[src/rtl/seven_seg_scan_ctrl.sv]
// Time-multiplexed 7-segment scan controller: double-buffered display word,
// per-digit guard/on slots, leading-zero and mask blanking, frame pulse.
module seven_seg_scan_ctrl #(
    parameter int NUM_DIGITS   = 4,
    parameter int REFRESH_DIV  = 1000,
    parameter int GUARD_CYCLES = 16
) (
    input  logic                          clk,
    input  logic                          rst,
    input  logic                          load,
    input  logic [4*NUM_DIGITS-1:0]       value,
    input  logic [NUM_DIGITS-1:0]         blank_mask,
    input  logic                          lz_suppress,
    output logic [3:0]                    nibble,
    output logic [NUM_DIGITS-1:0]         an,
    output logic [$clog2(NUM_DIGITS)-1:0] digit_idx,
    output logic                          frame_done
);

    localparam int IDX_W  = $clog2(NUM_DIGITS);
    localparam int CNT_W  = (REFRESH_DIV > 2) ? $clog2(REFRESH_DIV) : 1;
    localparam int ON_LEN = REFRESH_DIV - GUARD_CYCLES;

    localparam logic [CNT_W-1:0] GUARD_LAST = CNT_W'(GUARD_CYCLES - 1);
    localparam logic [CNT_W-1:0] ON_LAST    = CNT_W'(ON_LEN - 1);
    localparam logic [CNT_W-1:0] ON_PEN     = CNT_W'(ON_LEN - 2);
    localparam logic [IDX_W-1:0] LAST_IDX   = IDX_W'(NUM_DIGITS - 1);

    typedef enum logic [1:0] {
        ST_BLANK = 2'd0,
        ST_GUARD = 2'd1,
        ST_ON    = 2'd2
    } state_t;

    // Bit i set when digit i and every more-significant digit hold zero; digit 0 never set.
    function automatic logic [NUM_DIGITS-1:0] lz_mask(input logic [4*NUM_DIGITS-1:0] word);
        logic zero_above;
        zero_above = 1'b1;
        lz_mask    = '0;
        for (int i = NUM_DIGITS - 1; i >= 1; i--) begin
            zero_above = zero_above & (word[4*i +: 4] == 4'd0);
            lz_mask[i] = zero_above;
        end
    endfunction

    state_t                  r_state;
    logic [CNT_W-1:0]        r_cnt;
    logic [IDX_W-1:0]        r_idx;
    logic [4*NUM_DIGITS-1:0] r_pend;
    logic                    r_pend_v;
    logic [4*NUM_DIGITS-1:0] r_active;
    logic [NUM_DIGITS-1:0]   r_an;
    logic [3:0]              r_nibble;
    logic                    r_frame_done;

    state_t                  w_state_nxt;
    logic [CNT_W-1:0]        w_cnt_nxt;
    logic [IDX_W-1:0]        w_idx_nxt;
    logic [4*NUM_DIGITS-1:0] w_pend_nxt;
    logic                    w_pend_v_nxt;
    logic [4*NUM_DIGITS-1:0] w_active_nxt;
    logic [NUM_DIGITS-1:0]   w_an_nxt;
    logic [3:0]              w_nibble_nxt;
    logic                    w_fd_nxt;
    logic                    w_xfer;
    logic                    w_bypass;
    logic [NUM_DIGITS-1:0]   w_lz_mask;
    logic                    w_digit_blank;
    logic [NUM_DIGITS-1:0]   w_onehot;
    logic [3:0]              w_cur_nib;

    // Per-digit decode of the currently indexed slot.
    always_comb begin
        w_lz_mask     = lz_mask(r_active);
        w_digit_blank = blank_mask[r_idx] | (lz_suppress & w_lz_mask[r_idx]);
        w_onehot      = NUM_DIGITS'(1) << r_idx;
        w_cur_nib     = r_active[4*r_idx +: 4];
    end

    // Scan sequencing: next state, counters and the outputs of the state being entered.
    always_comb begin
        w_state_nxt  = r_state;
        w_cnt_nxt    = r_cnt;
        w_idx_nxt    = r_idx;
        w_an_nxt     = r_an;
        w_nibble_nxt = r_nibble;
        w_fd_nxt     = 1'b0;
        w_xfer       = 1'b0;
        case (r_state)
            ST_BLANK: begin
                w_an_nxt = '0;
                if (r_pend_v || load) begin
                    w_state_nxt = ST_GUARD;
                    w_cnt_nxt   = '0;
                    w_idx_nxt   = '0;
                    w_xfer      = 1'b1;
                end else begin
                    w_state_nxt = ST_BLANK;
                end
            end
            ST_GUARD: begin
                w_an_nxt = '0;
                if (r_cnt == GUARD_LAST) begin
                    w_state_nxt  = ST_ON;
                    w_cnt_nxt    = '0;
                    w_an_nxt     = w_digit_blank ? '0 : w_onehot;
                    w_nibble_nxt = w_cur_nib;
                    w_fd_nxt     = (ON_LAST == '0) && (r_idx == LAST_IDX);
                end else begin
                    w_cnt_nxt = r_cnt + CNT_W'(1);
                end
            end
            ST_ON: begin
                if (r_cnt == ON_LAST) begin
                    w_state_nxt = ST_GUARD;
                    w_cnt_nxt   = '0;
                    w_an_nxt    = '0;
                    if (r_idx == LAST_IDX) begin
                        w_idx_nxt = '0;
                        w_xfer    = r_pend_v;
                    end else begin
                        w_idx_nxt = r_idx + IDX_W'(1);
                    end
                end else begin
                    w_cnt_nxt = r_cnt + CNT_W'(1);
                    w_fd_nxt  = (r_cnt == ON_PEN) && (r_idx == LAST_IDX);
                end
            end
            default: begin
                w_state_nxt = ST_BLANK;
                w_cnt_nxt   = '0;
                w_idx_nxt   = '0;
                w_an_nxt    = '0;
            end
        endcase
    end

    // Buffer management; from BLANK with nothing pending the new value goes straight to active.
    always_comb begin
        w_bypass     = (r_state == ST_BLANK) && !r_pend_v;
        w_active_nxt = r_active;
        w_pend_v_nxt = r_pend_v;
        w_pend_nxt   = r_pend;
        if (w_xfer) begin
            w_active_nxt = w_bypass ? value : r_pend;
            w_pend_v_nxt = 1'b0;
        end else begin
            w_active_nxt = r_active;
        end
        if (load) begin
            w_pend_nxt = value;
            if (!(w_xfer && w_bypass)) begin
                w_pend_v_nxt = 1'b1;
            end else begin
                w_pend_v_nxt = 1'b0;
            end
        end else begin
            w_pend_nxt = r_pend;
        end
    end

    // State, buffer and output registers.
    always_ff @(posedge clk) begin
        if (rst) begin
            r_state      <= ST_BLANK;
            r_cnt        <= '0;
            r_idx        <= '0;
            r_pend       <= '0;
            r_pend_v     <= 1'b0;
            r_active     <= '0;
            r_an         <= '0;
            r_nibble     <= 4'd0;
            r_frame_done <= 1'b0;
        end else begin
            r_state      <= w_state_nxt;
            r_cnt        <= w_cnt_nxt;
            r_idx        <= w_idx_nxt;
            r_pend       <= w_pend_nxt;
            r_pend_v     <= w_pend_v_nxt;
            r_active     <= w_active_nxt;
            r_an         <= w_an_nxt;
            r_nibble     <= w_nibble_nxt;
            r_frame_done <= w_fd_nxt;
        end
    end

    assign nibble     = r_nibble;
    assign an         = r_an;
    assign digit_idx  = r_idx;
    assign frame_done = r_frame_done;

endmodule
[config.mk]
export PLATFORM = sky130hd
export DESIGN_NAME = seven_seg_scan_ctrl
export DESIGN_NICKNAME = d
export VERILOG_FILES = /design/src/rtl/seven_seg_scan_ctrl.sv
export SDC_FILE = /design/constraint.sdc
export NUM_CORES = 1
export LEC_CHECK = 0
export CORE_AREA = 4 4 101 103
export DETAILED_ROUTE_END_ITERATION = 7
export DIE_AREA = 0 0 105 107
export PLACE_DENSITY = 0.44
export SLEW_MARGIN = 25
export SYNTH_ARGS = -nofsm -noshare
export SYNTH_HDL_FRONTEND = slang
export SYNTH_SLANG_ARGS = --single-unit
[constraint.sdc]
create_clock -name clk -period 2.5 [get_ports clk]
set_input_delay 0.75 -clock clk [delete_from_list [all_inputs] [get_ports clk]]
set_output_delay 0.75 -clock clk [all_outputs]
set_load 0.1 [all_outputs]
==> impl_metrics.json, run 1 <==
{
  "synthToLayoutAreaGrowth_pct": 23.7,
  "syn-instance-count": 274,
  "die_y_um": 107,
  "synthArstFlopShare_pct": 0,
  "synth_top_cells_by_area": "sky130_fd_sc_hd__dfxtp_1, sky130_fd_sc_hd__mux2i_1, sky130_fd_sc_hd__nor2_1",
  "crit_arrival_ns": 2.30,
  "post-route-min-period_ns": 2.09,
  "design_area_um2": 3290,
  "layout.filler_cells": 962,
  "synth_nets": 307,
  "clk_pin_slew_ns": 0.10,
  "syn_area_um2": 2660,
  "design.die.area_um2": 11200,
  "dp_slack_ns": 0.0761,
  "report.final.setup_viol": 0,
  "synth_edf_count": 0,
  "yosys_register_bits": 56,
  "drt_first_pass_iters": 4,
  "drt_drc_violations_left": 0,
  "initial_util_pct": 28.9,
  "cp_max_fo": 3,
  "post-synth-top-area-cell": "sky130_fd_sc_hd__dfxtp_1",
  "cts-hold-fix-buffers": 0,
  "pin_count_of_the_biggest_net_entering_global_routing": 36,
  "numPortBuffers": 34,
  "fin_nets": 346,
  "max_cap_violations": 0,
  "cts_setup_buffers": 0,
  "die-width_um": 105,
  "yosys_most_used_dff": "sky130_fd_sc_hd__dfxtp_1",
  "drt_first_iter_violations": 65,
  "regToRegSetupSlack_ns": 0.44,
  "synth.yosys.warnings": 0,
  "post-synth-top-area-fraction_pct": 42.2,
  "synthesis.area_per_instance_um2": 9.70,
  "grt-ovfl-total": 0,
  "clock_sinks": 56,
  "worst_setup_path_start_kind": "input port",
  "fin_tns_setup_ns": 0,
  "antenna_left": 0,
  "critical-path-max-stage-delay_ns": 0.49,
  "criticalPathCategory": "input port to flip-flop",
  "initial_antenna_violation_count": 0,
  "first_pass_grt_wire_length_mm": 9.74,
  "dr_total_vias": 2007,
  "critPathCaptureType": "flip-flop",
  "core_region_area_um2": 9200,
  "highest_ir_drop_seen_on_vdd_mv": 0.274,
  "rsz0062_at_grt": "no",
  "post-route-worst-setup-slack_ns": 0.409,
  "report.final.hold_viol_count": 0,
  "synth-seq-area-share_pct": 42.2,
  "final_layout_size_suffix_gt1_share_pct": 14.6,
  "synth.top_cells.by_count": "sky130_fd_sc_hd__dfxtp_1, sky130_fd_sc_hd__nor2_1, sky130_fd_sc_hd__mux2i_1",
  "htree_num_levels": 2,
  "critPathSlowestCell": "sky130_fd_sc_hd__or3b_2",
  "worstPathRequired_ns": 2.71,
  "slew-limit-headroom_pct": 58.7,
  "post_cts_resize_count": 0,
  "timing_worst_slew_pin_value_ns": 0.620,
  "pwr_density_cell_nw_per_um2": 611,
  "timing_max_transition_violations_final": 0,
  "place_hpwl_mm": 4.34,
  "clock-root-buffer": "sky130_fd_sc_hd__clkbuf_8",
  "num_io_pins": 35,
  "min-delay-path-class": "flip-flop to flip-flop",
  "period_share_pct": 83.6,
  "dpl-instance-area_um2": 3170,
  "grt.total_usage_pct": 10.7,
  "critical_path.cell_chain": "clkdlybuf4s50_1 > or3b_2 > and3_1 > and4_1 > xnor2_1 > nor2_1",
  "drt_wl_total_mm": 5.87,
  "finalWeightedCongestion": 0.762,
  "avgViaCountPerCell": 4.72,
  "clock_latency_ns": 0.31,
  "synth.distinct_cells": 44,
  "p_leak_nw": 1.33,
  "finClkSkew_ns": 0.00708,
  "timing.fmax_ghz": 0.478,
  "synth_most_common_cell": "sky130_fd_sc_hd__dfxtp_1",
  "grt_pass1_vias": 1874,
  "run_status": "finished, final reports clean",
  "antenna_cells": 0,
  "cts_buf_count": 5,
  "clock_tree_from_tritoncts": "built",
  "core.rowCount": 35,
  "route.detailed.wl_per_inst_um": 13.8,
  "cts.path.max_buffers": 2
}
-- metrics by stage --
step / std cells / util [%] / hold WS (ns) / total power, mW
floorplan: 274 / - / 0.460 / 1.29
global placement: 417 / 34.5 / 0.471 / 1.42
detailed placement: 417 / 34.5 / 0.468 / 1.42
CTS: 425 / 35.7 / 0.493 / 2.04
global route: 425 / 35.7 / 0.515 / 2.13
finish: 425 / 35.7 / 0.493 / 2.01
-- worst max-delay path, delay by kind of cell --
kind,cells,cell delay [ns]
buf+inv,1,0.44
xor+xnor,1,0.13
simple gates,4,0.98
-- path summary, 6_finish.rpt --
| kind | cells after the start | start | to |
|---|---|---|---|
| worst max register to register | 6 | r_cnt[0] | r_state[0] |
| worst min register to register | 1 | an[2] | an[2] |
| worst max-delay path | 6 | load | r_cnt[5] |
| worst min-delay path | 1 | an[2] | an[2] |
-- final cells by class --
| class | count | area (um2) | area share, % |
|---|---|---|---|
| multi-input cells | 192 | 1440 | 43.8 |
| flip-flops and latches | 56 | 1120 | 34.1 |
| repair buffers | 47 | 430 | 13.1 |
| well taps | 111 | 139 | 4.23 |
| clock buffers | 5 | 68.8 | 2.09 |
| clock inverters | 3 | 46.3 | 1.41 |
| inverters | 11 | 41.3 | 1.26 |
-- cells by family (layout without fill, tap and decap cells) --
family / after synthesis / after routing / synth area share, %
muxes: 42 / 42 / 18.2
AOI/OAI and AO/OA: 42 / 42 / 11.9
buffers and inverters: 26 / 66 / 3.72
adders and majority gates: 9 / 9 / 4.24
xor gates and xnor gates: 6 / 6 / 1.98
DFF: 56 / 56 / 42.2
and+or+nand+nor: 93 / 93 / 17.8
-- metal layers --
metal	vias to the layer above	track usage [%]	routed length (um)
met4	0	3.00	48
met5	-	0	0
li1	1055	-	-
met1	912	15.7	3100
met3	5	2.71	227
met2	35	15.5	2490
-- flip-flops by register name, summed over array words and instances, names as in the netlist --
name	flops
digit_idx	2
r_pend	16
r_cnt	10
frame_done	1
r_pend_v	1
r_active	16
an	4
r_state	2
nibble	4
-- power by group --
| part | total, mW | internal, mW | leakage (nW) | switching, mW |
|---|---|---|---|---|
| logic | 0.389 | 0.189 | 0.816 | 0.199 |
| registers | 1.00 | 0.957 | 0.458 | 0.0461 |
| clock network | 0.616 | 0.302 | 0.0548 | 0.313 |
-- placed cells by master (no fill, tap or decap), types with 4 or more instances in the layout --
cell type / n
sky130_fd_sc_hd__inv_1: 11
sky130_fd_sc_hd__buf_4: 22
sky130_fd_sc_hd__or3_1: 4
sky130_fd_sc_hd__nand2_1: 12
sky130_fd_sc_hd__a211oi_1: 16
sky130_fd_sc_hd__clkbuf_8: 5
sky130_fd_sc_hd__mux2i_1: 37
sky130_fd_sc_hd__ha_1: 9
sky130_fd_sc_hd__a22o_1: 4
sky130_fd_sc_hd__mux4_2: 5
sky130_fd_sc_hd__a21oi_1: 6
sky130_fd_sc_hd__clkdlybuf4s50_1: 22
sky130_fd_sc_hd__nor2_1: 51
sky130_fd_sc_hd__dfxtp_1: 56
Power figures use the tool's default switching activity.
==> run 2: changes to the inputs <==
--- a/config.mk
+++ b/config.mk
@@ -8,7 +8,7 @@
 export CORE_AREA = 4 4 101 103
 export DETAILED_ROUTE_END_ITERATION = 7
 export DIE_AREA = 0 0 105 107
-export PLACE_DENSITY = 0.44
+export PLACE_DENSITY = 0.46
 export SLEW_MARGIN = 25
 export SYNTH_ARGS = -nofsm -noshare
 export SYNTH_HDL_FRONTEND = slang
==> constraint.sdc (replaced) <==
create_clock -name clk -period 1.92 [get_ports clk]
set_input_delay 0.576 -clock clk [delete_from_list [all_inputs] [get_ports clk]]
set_output_delay 0.576 -clock clk [all_outputs]
set_load 0.1 [all_outputs]
==> run 2 against run 1 <==
Compared with the run above:
- the flow now finishes with violations (setup timing)
- clock power grew 12%
- power increased by 27%
- core utilization rose by 3.0 points
- highest routed layer unchanged
- first-iteration DRC count up 1.5%
- sequential power grew 30%
- final cell count increased by 3.1%
- clock-buffer cell count did not move
==> impl_metrics.json, run 2 (same netlist as run 1, synthesis figures left out) <==
{
  "synthToLayoutAreaGrowth_pct": 34.2,
  "criticalPathCategory": "flip-flop to flip-flop",
  "num_io_pins": 35,
  "critical_path.cell_chain": "ha_4 > or4b_4 > or3_4 > a21boi_2 > o21ai_1 > a221oi_2",
  "most-common-layout-cells": "sky130_fd_sc_hd__dfxtp_1, sky130_fd_sc_hd__nor2_1, sky130_fd_sc_hd__mux2i_1",
  "avgViaCountPerCell": 4.74,
  "layout.filler_cells": 939,
  "post-route-worst-setup-slack_ns": -0.0158,
  "design.die.area_um2": 11200,
  "timing_worst_slew_pin_value_ns": 0.340,
  "clock_latency_ns": 0.32,
  "crit_arrival_ns": 2.16,
  "drt_wl_total_mm": 5.98,
  "report.final.setup_viol": 2,
  "timing.fmax_ghz": 0.517,
  "die_y_um": 107,
  "grt-ovfl-total": 0,
  "hold_path_origin": "r_pend[11]",
  "dp_slack_ns": -0.295,
  "worstPathRequired_ns": 2.15,
  "timing.critical_path.buf_inv": 0,
  "slew-limit-headroom_pct": 77.3,
  "grt.total_usage_pct": 10.9,
  "first_pass_grt_wire_length_mm": 9.96,
  "fin_nets": 359,
  "clock-root-buffer": "sky130_fd_sc_hd__clkbuf_8",
  "clk_pin_slew_ns": 0.11,
  "failed_checks": "setup timing",
  "place.detailed.instances": 429,
  "pin_count_of_the_biggest_net_entering_global_routing": 39,
  "initial_util_pct": 28.9,
  "max_cap_violations": 0,
  "cp_max_fo": 2,
  "finalPower_mw": 2.54,
  "cpLargestDelayFamily": "simple AND/OR/NAND/NOR gates",
  "core.rowCount": 35,
  "period_share_pct": 101,
  "rsz0062_at_grt": "yes",
  "drt_first_iter_violations": 66,
  "layout.cells.most_common": "sky130_fd_sc_hd__dfxtp_1",
  "dr_total_vias": 2078,
  "finClkSkew_ns": 0.0108,
  "pwr_density_cell_nw_per_um2": 713,
  "drt_first_pass_iters": 4,
  "finalWeightedCongestion": 0.792,
  "core_region_area_um2": 9200,
  "p_leak_nw": 1.43,
  "run_status": "finished with violations",
  "post-route-min-period_ns": 1.94,
  "clock_sinks": 56,
  "cts_buf_count": 5,
  "min-delay-path-class": "flip-flop to flip-flop",
  "cts.path.max_buffers": 2,
  "grt_pass1_vias": 2032,
  "layout_top_registers": "r_active (16), r_pend (16), r_cnt (10)",
  "final_layout_size_suffix_gt1_share_pct": 22.0,
  "critPathLaunch": "r_cnt[1]",
  "cts-hold-fix-buffers": 0,
  "htree_num_levels": 2,
  "place_hpwl_mm": 4.43,
  "critical-path-max-stage-delay_ns": 0.46,
  "worst_setup_path_start_kind": "flip-flop",
  "drt_drc_violations_left": 0,
  "antenna_cells": 0,
  "report.final.hold_viol_count": 0,
  "instances_no_fill": 438,
  "critPathSlowestCell": "sky130_fd_sc_hd__or4b_4",
  "die-width_um": 105,
  "clock_tree_from_tritoncts": "built",
  "route.detailed.wl_per_inst_um": 13.7,
  "critPathCaptureType": "flip-flop",
  "antenna_left": 0,
  "numPortBuffers": 34,
  "initial_antenna_violation_count": 0,
  "highest_ir_drop_seen_on_vdd_mv": 0.412,
  "rr_startpoint": "r_cnt[1]",
  "timing_max_transition_violations_final": 0
}
run 2: timing repair:
| action | CTS | global route |
|---|---|---|
| gates resized for setup | 3 | 5 |
| setup buffers | 0 | 1 |
| gates cloned | 0 | 0 |
| endpoints found under the setup margin | 14 | 21 |
| pin swaps | 10 | 8 |
| endpoints found under the hold margin | 0 | 0 |
run 2: metal layers:
layer  GRT usage (%)  wire length (um)
met4            3.37                80
met5               0                 0
met3            2.59               215
met1            14.6              2970
met2            17.4              2720
run 2: stage by stage:
step	utilization, %	hold slack (ns)	instance area (um2)	setup TNS (ns)
floorplan	-	0.460	2690	-0.160
global placement	37.3	0.472	3430	-5.16
detailed placement	37.3	0.485	3430	-4.77
CTS	38.5	0.510	3540	-0.258
global route	38.8	0.542	3570	-1.12
finish	38.8	0.505	3570	-0.0242
run 2: power breakdown:
group | total (mW) | switching [mW] | internal (mW)
Sequential | 1.30 | 0.0581 | 1.24
Clock | 0.692 | 0.424 | 0.267
Combinational | 0.550 | 0.266 | 0.285
Total | 2.54 | 0.748 | 1.79
run 2: area by class of cell:
type                            instances  area [um2]  share of cell area, %
Clock buffer                            5        68.8                   1.93
Clock inverter                          3        26.3                  0.737
Inverter                               11        41.3                   1.16
Multi-Input combinational cell        192        1490                   41.7
Sequential cell                        56        1130                   31.8
Tap cell                              111         139                   3.89
Timing Repair Buffer                   60         669                   18.8
run 2: path summary, 6_finish.rpt:
kind / depth (start not counted) / to / slack [ns]
worst max-delay path: 6 / r_state[0] / -0.02
worst min-delay path: 2 / r_pend[11] / 0.50
worst max register to register: 6 / r_state[0] / -0.02
worst min register to register: 2 / r_pend[11] / 0.50
run 2: tightest hold or removal path: stages, from the launching register on:
cell,delay [ns]
sky130_fd_sc_hd__dfxtp_1,0.34
sky130_fd_sc_hd__mux2i_1,0.06
sky130_fd_sc_hd__nor2_1,0.07
==> run 3: changes to the inputs <==
--- a/config.mk
+++ b/config.mk
@@ -5,10 +5,10 @@
 export SDC_FILE = /design/constraint.sdc
 export NUM_CORES = 1
 export LEC_CHECK = 0
-export CORE_AREA = 4 4 101 103
+export CORE_AREA = 4 4 93 95
 export DETAILED_ROUTE_END_ITERATION = 7
-export DIE_AREA = 0 0 105 107
-export PLACE_DENSITY = 0.46
+export DIE_AREA = 0 0 97 99
+export PLACE_DENSITY = 0.53
 export SLEW_MARGIN = 25
 export SYNTH_ARGS = -nofsm -noshare
 export SYNTH_HDL_FRONTEND = slang
==> run 3 against run 2 <==
Compared with the run above:
- the run now ends clean
- non-clock buffer count up 1
- design area down 0.46%
- fmax is 1.4% higher
- wire length is 5.2% lower
- clock-buffer cell count is the same
- worst hold slack worse by 0.0035 ns
- flip-flop and latch count did not move
- sequential power hardly changed
- critical path depth did not move
- die area fell by 15%
- clock power shrank 5.6%
- highest routed layer unchanged
==> impl_metrics.json, run 3 (same netlist as run 1, synthesis figures left out) <==
{
  "first_pass_grt_wire_length_mm": 9.60,
  "p_leak_nw": 1.44,
  "fin_tns_setup_ns": 0,
  "critical_path.cell_chain": "ha_4 > or4b_4 > or3_4 > a21boi_2 > o21ai_1 > a221oi_2",
  "dr_total_vias": 2081,
  "numPortBuffers": 34,
  "critPathLaunch": "r_cnt[0]",
  "layout.filler_cells": 764,
  "dp_slack_ns": -0.288,
  "drt_first_pass_iters": 6,
  "period_share_pct": 99.5,
  "slew-limit-headroom_pct": 75.6,
  "pwr_density_cell_nw_per_um2": 708,
  "core_region_area_um2": 7730,
  "max_cap_violations": 0,
  "finalHoldWorstSlack_ns": 0.501,
  "critPathCaptureType": "flip-flop",
  "rsz0062_at_grt": "yes",
  "hold_path_origin": "r_pend[10]",
  "finalPower_mw": 2.51,
  "die_y_um": 99,
  "avgViaCountPerCell": 4.84,
  "antenna_left": 0,
  "clock_sinks": 56,
  "antenna_cells": 0,
  "report.final.setup_viol": 0,
  "pin_count_of_the_biggest_net_entering_global_routing": 44,
  "min-delay-path-class": "flip-flop to flip-flop",
  "clock_tree_from_tritoncts": "built",
  "drt_wl_total_mm": 5.67,
  "synthToLayoutAreaGrowth_pct": 33.6,
  "timing_worst_slew_pin_value_ns": 0.361,
  "dpl-instance-area_um2": 3430,
  "drt_drc_violations_left": 0,
  "finClkSkew_ns": 0.0135,
  "grt_pass1_vias": 1986,
  "report.final.hold_viol_count": 0,
  "finalWeightedCongestion": 0.748,
  "num_io_pins": 35,
  "rr_worst_depth": 6,
  "grt.total_usage_pct": 11.9,
  "timing_max_transition_violations_final": 0,
  "post-route-min-period_ns": 1.91,
  "fin_nets": 360,
  "design.die.area_um2": 9600,
  "timing.fmax_ghz": 0.524,
  "grt-ovfl-total": 0,
  "clk_pin_slew_ns": 0.11,
  "rr_startpoint": "r_cnt[0]",
  "min_to": "r_pend[10]",
  "worst_setup_path_start_kind": "flip-flop",
  "critical-path-max-stage-delay_ns": 0.46,
  "design_area_um2": 3550,
  "place_hpwl_mm": 4.37,
  "htree_num_levels": 2,
  "run_status": "finished, final reports clean",
  "post-route-worst-setup-slack_ns": 0.0101,
  "crit-reg2reg-capture": "r_state[0]",
  "cts-hold-fix-buffers": 0,
  "cts_buf_count": 5,
  "route.detailed.wl_per_inst_um": 13.2,
  "crit_arrival_ns": 2.13,
  "most-common-layout-cells": "sky130_fd_sc_hd__dfxtp_1, sky130_fd_sc_hd__nor2_1, sky130_fd_sc_hd__mux2i_1",
  "cp_max_fo": 2,
  "core.rowCount": 32,
  "layout_top_registers": "r_active (16), r_pend (16), r_cnt (10)",
  "layout.cells.most_common": "sky130_fd_sc_hd__dfxtp_1",
  "final_layout_size_suffix_gt1_share_pct": 21.6,
  "hold-path-cell-count": 2,
  "critPathSlowestCell": "sky130_fd_sc_hd__or4b_4",
  "cts.path.max_buffers": 2,
  "criticalPathCategory": "flip-flop to flip-flop",
  "clock-root-buffer": "sky130_fd_sc_hd__clkbuf_8",
  "clock_latency_ns": 0.31,
  "highest_ir_drop_seen_on_vdd_mv": 0.343,
  "die-width_um": 97,
  "drt_first_iter_violations": 68,
  "initial_util_pct": 34.4,
  "regToRegSetupSlack_ns": 0.01,
  "initial_antenna_violation_count": 0,
  "worstPathRequired_ns": 2.14
}
==> run 3: through the flow <==
step	instances	util, %
global placement	422	44.4
floorplan	274	-
global route	430	46.0
CTS	430	45.7
detailed placement	422	44.4
finish	430	46.0
==> run 3: layout make-up <==
| type | instances | area [um2] | area share [%] |
|---|---|---|---|
| tap | 102 | 128 | 3.59 |
| clock inverter | 3 | 22.5 | 0.634 |
| multi-input combinational | 192 | 1480 | 41.8 |
| timing repair buffer | 61 | 673 | 19.0 |
| sequential | 56 | 1130 | 31.9 |
| inverter | 11 | 41.3 | 1.16 |
| clock buffer | 5 | 68.8 | 1.94 |
==> run 3: worst max-delay path: cells and delay by family (launching register included) <==
| family | cells | cell delay, ns |
|---|---|---|
| AND/OR/NAND/NOR | 2 | 0.84 |
| flip-flops | 1 | 0.37 |
| adder cells (fa/ha/maj) | 1 | 0.13 |
| AO/OA/AOI/OAI | 3 | 0.50 |
==> run 3: worst max path at each step <==
stage	endpoint	slack [ns]	depth (start not counted)
after global routing	an[3]	-0.05	7
final	r_state[0]	0.01	6
after CTS	r_state[0]	-0.006	6
after floorplan	an[0]	-0.03	6
after detailed placement	r_cnt[5]	-0.29	6
after global placement	r_cnt[5]	-0.27	6
==> run 3: timing repair <==
item,4_1_cts,5_1_grt
buffers inserted,0,0
pin swaps,6,4
setup endpoints to repair,15,19
gates resized for setup,2,4
==> run 3: power breakdown <==
part / total (mW) / internal, mW / switching (mW)
combinational: 0.557 / 0.295 / 0.263
clock: 0.653 / 0.263 / 0.390
sequential: 1.30 / 1.24 / 0.0604
==> run 3: per-layer routing <==
metal / global-route usage [%] / share of wire (%)
met3: 2.34 / 3.6
met5: 0 / 0
met1: 15.2 / 47
met4: 2.92 / 0.25
met2: 20.8 / 49
